File: src/rtl/uart_pkg.sv
// rtl/uart_pkg.sv - shared UART constants, arbiter state encoding and helpers
package uart_pkg;

  localparam int DATA_BITS_DEF = 8;

  localparam logic [2:0] ST_IDLE_ENC    = 3'd0;
  localparam logic [2:0] ST_LOAD_ENC    = 3'd1;
  localparam logic [2:0] ST_LAUNCH_ENC  = 3'd2;
  localparam logic [2:0] ST_WAIT_HI_ENC = 3'd3;
  localparam logic [2:0] ST_WAIT_LO_ENC = 3'd4;

  typedef enum logic [2:0] {
    ST_IDLE    = ST_IDLE_ENC,
    ST_LOAD    = ST_LOAD_ENC,
    ST_LAUNCH  = ST_LAUNCH_ENC,
    ST_WAIT_HI = ST_WAIT_HI_ENC,
    ST_WAIT_LO = ST_WAIT_LO_ENC
  } arb_state_e;

  // Index width that never collapses to zero bits for a single requester.
  function automatic int clog2_min1(input int n);
    return (n <= 1) ? 1 : $clog2(n);
  endfunction

endpackage

File: src/rtl/uart_tx_arbiter_rr_pick.sv
// rtl/uart_tx_arbiter_rr_pick.sv - round-robin pick: rotate, priority-encode, rotate back
module rr_pick
  import uart_pkg::*;
#(
  parameter int N_REQ = 4,
  localparam int IDX_W = clog2_min1(N_REQ)
) (
  input  logic [N_REQ-1:0] req,
  input  logic [IDX_W-1:0] ptr,
  output logic [IDX_W-1:0] idx,
  output logic             any
);

  logic [2*N_REQ-1:0] dbl;
  logic [N_REQ-1:0]   rot;
  logic [IDX_W-1:0]   off;
  logic [IDX_W:0]     sum;

  always_comb begin
    dbl = {req, req} >> ptr;
    rot = dbl[N_REQ-1:0];
    off = '0;
    // Descending scan so the lowest rotated position (closest to ptr) wins.
    for (int i = N_REQ - 1; i >= 0; i--) begin
      if (rot[i]) begin
        off = IDX_W'(i);
      end
    end
    sum = {1'b0, ptr} + {1'b0, off};
    if (sum >= (IDX_W + 1)'(N_REQ)) begin
      sum = sum - (IDX_W + 1)'(N_REQ);
    end
    idx = sum[IDX_W-1:0];
    any = |req;
  end

endmodule

File: src/rtl/uart_tx_arbiter.sv
// rtl/uart_tx_arbiter.sv - packet-locked round-robin arbiter feeding one UART transmitter
module uart_tx_arbiter
  import uart_pkg::*;
#(
  parameter int N_REQ     = 4,
  parameter int DATA_BITS = DATA_BITS_DEF,
  parameter int STALL_TO  = 4096
) (
  input  logic                          clk,
  input  logic                          rst,
  input  logic [N_REQ-1:0]              s_tvalid,
  input  logic [N_REQ*DATA_BITS-1:0]    s_tdata,
  input  logic [N_REQ-1:0]              s_tlast,
  output logic [N_REQ-1:0]              s_tready,
  output logic [DATA_BITS-1:0]          tx_data,
  output logic                          tx_start,
  input  logic                          tx_busy,
  output logic [clog2_min1(N_REQ)-1:0]  grant_id,
  output logic                          grant_vld,
  output logic                          stall_err
);

  localparam int IDX_W = clog2_min1(N_REQ);
  localparam int CNT_W = clog2_min1(STALL_TO);

  arb_state_e           state_q, state_d;
  logic [IDX_W-1:0]     rr_ptr_q, rr_ptr_d;
  logic [IDX_W-1:0]     owner_q, owner_d;
  logic                 grant_vld_q, grant_vld_d;
  logic [DATA_BITS-1:0] tx_data_q, tx_data_d;
  logic                 last_q, last_d;
  logic                 tx_start_q, tx_start_d;
  logic                 stall_err_q, stall_err_d;
  logic [CNT_W-1:0]     stall_cnt_q, stall_cnt_d;

  logic [IDX_W-1:0]     pick_idx;
  logic                 pick_any;
  logic                 own_valid;
  logic                 own_last;
  logic [DATA_BITS-1:0] own_data;
  logic [IDX_W-1:0]     owner_inc;

  rr_pick #(
    .N_REQ (N_REQ)
  ) u_rr_pick (
    .req (s_tvalid),
    .ptr (rr_ptr_q),
    .idx (pick_idx),
    .any (pick_any)
  );

  // Only the owner's lane is ever looked at, so other sources cannot steer s_tready.
  assign own_valid = s_tvalid[owner_q];
  assign own_last  = s_tlast[owner_q];
  assign own_data  = s_tdata[owner_q*DATA_BITS +: DATA_BITS];
  assign owner_inc = (owner_q == IDX_W'(N_REQ - 1)) ? '0 : owner_q + 1'b1;

  always_comb begin
    s_tready = '0;
    if (state_q == ST_LOAD && own_valid) begin
      s_tready[owner_q] = 1'b1;
    end
  end

  always_comb begin
    state_d     = state_q;
    rr_ptr_d    = rr_ptr_q;
    owner_d     = owner_q;
    grant_vld_d = grant_vld_q;
    tx_data_d   = tx_data_q;
    last_d      = last_q;
    tx_start_d  = 1'b0;
    stall_err_d = 1'b0;
    stall_cnt_d = stall_cnt_q;
    case (state_q)
      ST_IDLE: begin
        if (pick_any) begin
          owner_d     = pick_idx;
          grant_vld_d = 1'b1;
          stall_cnt_d = '0;
          state_d     = ST_LOAD;
        end
      end
      ST_LOAD: begin
        if (own_valid) begin
          tx_data_d   = own_data;
          last_d      = own_last;
          stall_cnt_d = '0;
          state_d     = ST_LAUNCH;
        end else if (stall_cnt_q == CNT_W'(STALL_TO - 1)) begin
          stall_err_d = 1'b1;
          grant_vld_d = 1'b0;
          rr_ptr_d    = owner_inc;
          stall_cnt_d = '0;
          state_d     = ST_IDLE;
        end else begin
          stall_cnt_d = stall_cnt_q + 1'b1;
        end
      end
      ST_LAUNCH: begin
        if (!tx_busy) begin
          tx_start_d = 1'b1;
          state_d    = ST_WAIT_HI;
        end
      end
      ST_WAIT_HI: begin
        if (tx_busy) begin
          state_d = ST_WAIT_LO;
        end
      end
      ST_WAIT_LO: begin
        if (!tx_busy) begin
          if (last_q) begin
            grant_vld_d = 1'b0;
            rr_ptr_d    = owner_inc;
            state_d     = ST_IDLE;
          end else begin
            state_d = ST_LOAD;
          end
        end
      end
      default: begin
        state_d = ST_IDLE;
      end
    endcase
  end

  always_ff @(posedge clk or posedge rst) begin
    if (rst) begin
      state_q     <= ST_IDLE;
      rr_ptr_q    <= '0;
      owner_q     <= '0;
      grant_vld_q <= 1'b0;
      tx_data_q   <= '0;
      last_q      <= 1'b0;
      tx_start_q  <= 1'b0;
      stall_err_q <= 1'b0;
      stall_cnt_q <= '0;
    end else begin
      state_q     <= state_d;
      rr_ptr_q    <= rr_ptr_d;
      owner_q     <= owner_d;
      grant_vld_q <= grant_vld_d;
      tx_data_q   <= tx_data_d;
      last_q      <= last_d;
      tx_start_q  <= tx_start_d;
      stall_err_q <= stall_err_d;
      stall_cnt_q <= stall_cnt_d;
    end
  end

  assign tx_data   = tx_data_q;
  assign tx_start  = tx_start_q;
  assign grant_id  = owner_q;
  assign grant_vld = grant_vld_q;
  assign stall_err = stall_err_q;

endmodule
File: config.mk
export PLATFORM = sky130hd
export DESIGN_NAME = uart_tx_arbiter
export DESIGN_NICKNAME = d
export VERILOG_FILES = /design/src/rtl/uart_pkg.sv /design/src/rtl/uart_tx_arbiter_rr_pick.sv /design/src/rtl/uart_tx_arbiter.sv
export SDC_FILE = /design/constraint.sdc
export NUM_CORES = 1
export LEC_CHECK = 0
export ABC_AREA = 1
export CAP_MARGIN = 20
export CORE_ASPECT_RATIO = 1.2
export CORE_UTILIZATION = 53
export DETAILED_ROUTE_END_ITERATION = 10
export GPL_TIMING_DRIVEN = 0
export PLACE_DENSITY = 0.86
export SLEW_MARGIN = 20
export SYNTH_ARGS = -nofsm -noshare
export SYNTH_HDL_FRONTEND = slang
export SYNTH_SLANG_ARGS = --single-unit
File: constraint.sdc
create_clock -name clk -period 3.2 [get_ports clk]
set_input_delay 0.32 -clock clk [delete_from_list [all_inputs] [get_ports clk]]
set_output_delay 0.32 -clock clk [all_outputs]
set_load 0.05 [all_outputs]
# [Word level (Yosys, flattened, before mapping)]
# Index checks and enable logic that the tools add are counted.
[classes] n_mux=41 reduce_logical=13 n_eq_ne=14 n_shift=2 magnitude_cmp=3 add_sub_neg=4
[ops] op="two-way mux 12 bit" count=3
[ops] op="indexed part select 32 x 6 -> 8 bit" count=1
[ops] op="one-hot mux 12 bit (2 select lines)" count=1
[ops] op="two-way mux 2 bit" count=10
[ops] op="two-way mux 3 bit" count=6
[ops] op="one-hot mux 3 bit (5 select lines)" count=1
[ops] op="two-way mux 1 bit" count=14
[ops] op="adder 12 x 1 -> 12 bit, second input constant" count=1
[ops] op="== test 12 bit, second input constant" count=1
[ops] op="!= test 2 bit, second input constant" count=6
[ops] op="AND reduction 5 bit" count=2
[ops] op="right shift 8 x 2 -> 4 bit" count=1
[ops] op="== test 3 x 2 -> 1 bit, second input constant" count=2
[ops] op="AND reduction 2 bit" count=3
[ops] op="AND reduction 6 bit" count=1
[ops] op="binary-select mux 1 bit (select 2 bit)" count=2
[ops] op="two-way mux 4 bit" count=1
[ops] op="one-hot mux 2 bit (2 select lines)" count=1
[ops] op="nonzero test 2 bit" count=2
[ops] op="OR reduction 4 bit" count=1
[ops] op="adder 2 x 2 -> 3 bit" count=1
[ops] op="== test 3 x 1 -> 1 bit, second input constant" count=1
[ops] op="== test 3 bit, second input constant" count=1
[ops] op=">= comparator 3 bit, second input constant" count=1
[ops] op="other kinds (12)" count=13
[word_totals] word_cells=86 out_inout_bits=17 regBits=31

# [Depth between registers and ports, before layout]
[logic_depth] word_depth=8 depth_mapped=12 ltp_nobuf=12

# [Hierarchy]
# From an unflattened synthesis, not the netlist that was laid out.
[unflattened] hier_cells=316 hier_area_um2=2160.8
[modules_own_cells] module="uart_tx_arbiter" seq_area_each_um2=775.7 cells_each=281 area_each_um2=1993.2 n_inst=1
[modules_own_cells] module="rr_pick" seq_area_each_um2=0.0 cells_each=35 area_each_um2=167.7 n_inst=1

# [Least setup slack after synthesis]
# OpenSTA, ideal clock, no wires.
[synth_path] path_kind="reg-to-output" start="register owner_q[0], in the netlist grant_id[0]" end="output s_tready[2]" slack_ns=0.952 arrival_ns=1.928 stages_incl_launch_ff=6 path_buffers=1 required_time_ns=2.880 cell_sequence="dfrtp_1 > inv_2 > clkbuf_1 > ha_1 > inv_1 > nor2_1"
[synth_between] elab_chain_len=5 elab_cells_between_ends=9
[synth_rtl] element="start, declared" line_no="uart_tx_arbiter.sv:28" source="logic [IDX_W-1:0] owner_q, owner_d;"
[synth_rtl] element="start signal, assigned" line_no="uart_tx_arbiter.sv:142" source="owner_q <= owner_d;"
[synth_rtl] element="< comparator 2 x 3 -> 1 bit (not written as such) / >= comparator 2 x 1 -> 1 bit (equally long branches)" line_no="uart_tx_arbiter.sv:61" source="s_tready[owner_q] = 1'b1;"
[synth_rtl] element="logical AND 1 bit (not written as such)" line_no="uart_tx_arbiter.sv:61"
[synth_rtl] element="two-way mux 1 bit (not written as such)" line_no="uart_tx_arbiter.sv:61"
[synth_rtl] element="demux 1 bit (select 2 bit)" line_no="uart_tx_arbiter.sv:61"
[synth_rtl] element="two-way mux 4 bit (*)" line_no="uart_tx_arbiter.sv:60" source="if (state_q == ST_LOAD && own_valid) begin"
[synth_rtl] element="end, declared" line_no="uart_tx_arbiter.sv:14" source="output logic [N_REQ-1:0] s_tready,"
# Every way passes the cells marked *; elsewhere a longest branch is shown, timed or not. The select of a mux whose other input is x is not followed.

# [Worst setup path after layout]
[layout_path] start="register owner_q[0], in the netlist grant_id[0]" end="output s_tready[0]"
# The elaborated chain is that of the path after synthesis.

==> impl_metrics.json <==
{
  "slew_viol_final": 0,
  "drc": 0,
  "numCtsBuffers": 5,
  "cts.clk_slew.worst_paths_ps": 70,
  "r2r_end": "grant_id[1]",
  "status": "completed",
  "htreeDepth": 2,
  "layout_commonest_cell": "nand2_1",
  "gr-usage-all-layers": 0.293,
  "layout_common_cells": "nand2_1 (96), clkdlybuf4s50_1 (59), nor2_1 (31), dfrtp_1 (31), inv_1 (29)",
  "worst_r2r_path_depth": 12,
  "drv_cap": 0,
  "critPathBufInv": 4,
  "clock_latency_ps": 280,
  "coreArea_um2": 4000,
  "tritoncts": "yes",
  "dpl-instance-area_um2": 2910,
  "io_pins": 60,
  "synthArstFlopShare": 1.00,
  "synth.distinct_cells": 33,
  "final_area_um2": 3000,
  "rows": 25,
  "relSlewSlack": 0.559,
  "setup_viol": 0,
  "clock_sinks": 31,
  "crit_family": "buffers and inverters",
  "syn_area_um2": 2250,
  "post_cts_resized": 0,
  "ys_ff_latch": 31,
  "synthAdderAreaFrac": 0.0333,
  "period_share": 0.856,
  "synth_xor_area_frac": 0.0155,
  "synth_compound_area_frac": 0.108,
  "routed_wl_um": 6040,
  "vias": 2331,
  "muxShareOfSynthArea": 0,
  "regToRegSetupSlack_ps": 1400,
  "fmax_ghz": 0.365,
  "cts-root-buf": "clkbuf_8",
  "peakVddDrop_mv": 0.463,
  "fin_skew_ps": 8.76,
  "crit_path_top_delay_cell": "clkdlybuf4s50_1",
  "min_period_ps": 2740,
  "worstPathArrival_ps": 2420,
  "crit_fanout": 11,
  "yosysTopAreaCell": "dfrtp_1",
  "finalSetupTns_ps": 0,
  "avgRoutedWirePerCell_um": 13.7,
  "path_cells": "inv_2, clkbuf_1, ha_1, inv_1, nor2_1, clkdlybuf4s50_1",
  "path_class": "register to output pin",
  "hpwlAfterDp_um": 4670,
  "syn_inst": 320,
  "detail-route-antenna-nets": 0,
  "antenna_cells": 0,
  "drt_pass1_iterations": 4,
  "grt_pass1_wl_um": 9780,
  "min_path_type": "primary input to async pin",
  "antenna_found_initial": 0,
  "syn2layout_area_growth_pct": 33.1,
  "drt_iter0_markers": 132,
  "r2r-start": "rr_ptr_q[0]",
  "die-area_um2": 4520,
  "start_util": 0.563,
  "synth_edf_count": 0,
  "yosysTopAreaCellShare": 0.344,
  "hold_buffers": 0,
  "finalHoldViolations": 0,
  "synth_warnings": 0,
  "synth_top_family_by_area": "simple AND/OR/NAND/NOR gates",
  "required_ps": 2880,
  "power_leakage_nw": 1.46,
  "rsz0062_at_grt": "false",
  "synth_area_leaders": "dfrtp_1 (34%), nand2_1 (16%), o21ai_0 (6.2%)",
  "grt_pass1_vias": 2249,
  "p_per_area_nw_per_um2": 894,
  "drive_gt1_frac": 0.135,
  "die_y_um": 73.5,
  "worstSetupStartpointType": "register",
  "port-buffer-count": 59,
  "synth_ff_type": "dfrtp_1",
  "fp.dieW_um": 61.5,
  "grt_overflow": 0,
  "postSynthAreaPerCell_um2": 7.05,
  "cts_buffer_depth": 2,
  "gp_congestion": 0.836,
  "synth_nets": 369,
  "vias_per_cell": 5.30,
  "cp-end-kind": "output pin",
  "ys_seq_area_frac": 0.344,
  "post_cts_buffers": 0,
  "grt_max_degree": 32,
  "tightest_slew_ps": 660,
  "final_nets": 435,
  "max_stage_delay_ps": 820,
  "synthSimpleGateAreaFrac": 0.410
}
-- worst max-delay path by stage --
stage / cells past startpoint / endpoint / startpoint / slack (ps)
3_3_place_gp: 7 / s_tready[0] / s_tvalid[3] / 550
3_5_place_dp: 7 / s_tready[1] / s_tvalid[3] / 550
2_1_floorplan: 5 / s_tready[2] / grant_id[0] / 950
4_1_cts: 6 / s_tready[2] / grant_id[0] / 460
6_report: 6 / s_tready[0] / grant_id[0] / 460
5_1_grt: 6 / s_tready[2] / grant_id[0] / 310
-- power breakdown --
group / leakage (nW) / switching [W] / internal (W)
combinational: 1.01 / 0.00117 / 0.000592
sequential: 0.406 / 0.0000992 / 0.000512
clock: 0.0470 / 0.000145 / 0.000169
total: 1.46 / 0.00141 / 0.00127
-- cell usage after synthesis (4+ instances only) --
| cell type | number |
|---|---|
| o21ai_0 | 28 |
| inv_2 | 9 |
| dfrtp_1 | 31 |
| ha_1 | 6 |
| o22ai_1 | 9 |
| nand2_4 | 6 |
| nor2_1 | 31 |
| nand4_1 | 7 |
| inv_1 | 30 |
| nand3_1 | 24 |
| nand2_1 | 96 |
| nor2_2 | 7 |
| nor2_4 | 4 |
-- worst register-to-register path: cells and delay by family (launching register included) --
family / cells / cell delay, ps
AO/OA/AOI/OAI: 1 / 210
adder cells (fa/ha/maj): 1 / 210
buffers and inverters: 2 / 180
flip-flops: 1 / 450
XOR/XNOR: 1 / 140
AND/OR/NAND/NOR: 7 / 550
-- flip-flops by register name, indices dropped and copies added, names as in the netlist --
register     count
last_q           1
stall_err        1
stall_cnt_q     12
tx_data          8
tx_start         1
grant_id         2
state_q          3
grant_vld        1
rr_ptr_q         2
-- per-stage QoR --
step / total power (W) / std cells / hold slack [ps] / utilization / setup WS (ps)
floorplan: 0.00189 / 320 / 386 / - / 952
global placement: 0.00232 / 433 / 462 / 0.728 / 554
detailed placement: 0.00237 / 433 / 466 / 0.728 / 551
CTS: 0.00269 / 440 / 471 / 0.749 / 457
global route: 0.00289 / 440 / 497 / 0.749 / 312
finish: 0.00268 / 440 / 451 / 0.749 / 459
-- cell families after synthesis --
family,Yosys count
adder cells (fa/ha/maj),6
buffers and inverters,49
AO/OA/AOI/OAI,44
XOR/XNOR,4
flip-flops,31
AND/OR/NAND/NOR,186
-- final cells by class --
type                    count  area, um2
fillers                   326       1000
well taps                  54       67.6
clock buffers               6       82.6
flip-flops and latches     31        776
plain buffers               9       48.8
inverters                  40        153
multi-input cells         240       1280
repair buffers             59        591
clock inverters             1       5.00
-- metal layers --
| layer | global-route usage | routed length, um | up-vias |
|---|---|---|---|
| met5 | 0 | 0 | - |
| met1 | 0.336 | 2470 | 1077 |
| met3 | 0.0669 | 313 | 16 |
| li1 | - | - | 1152 |
| met2 | 0.515 | 3080 | 86 |
| met4 | 0.114 | 180 | 0 |
(Power assumes the default switching activity.)
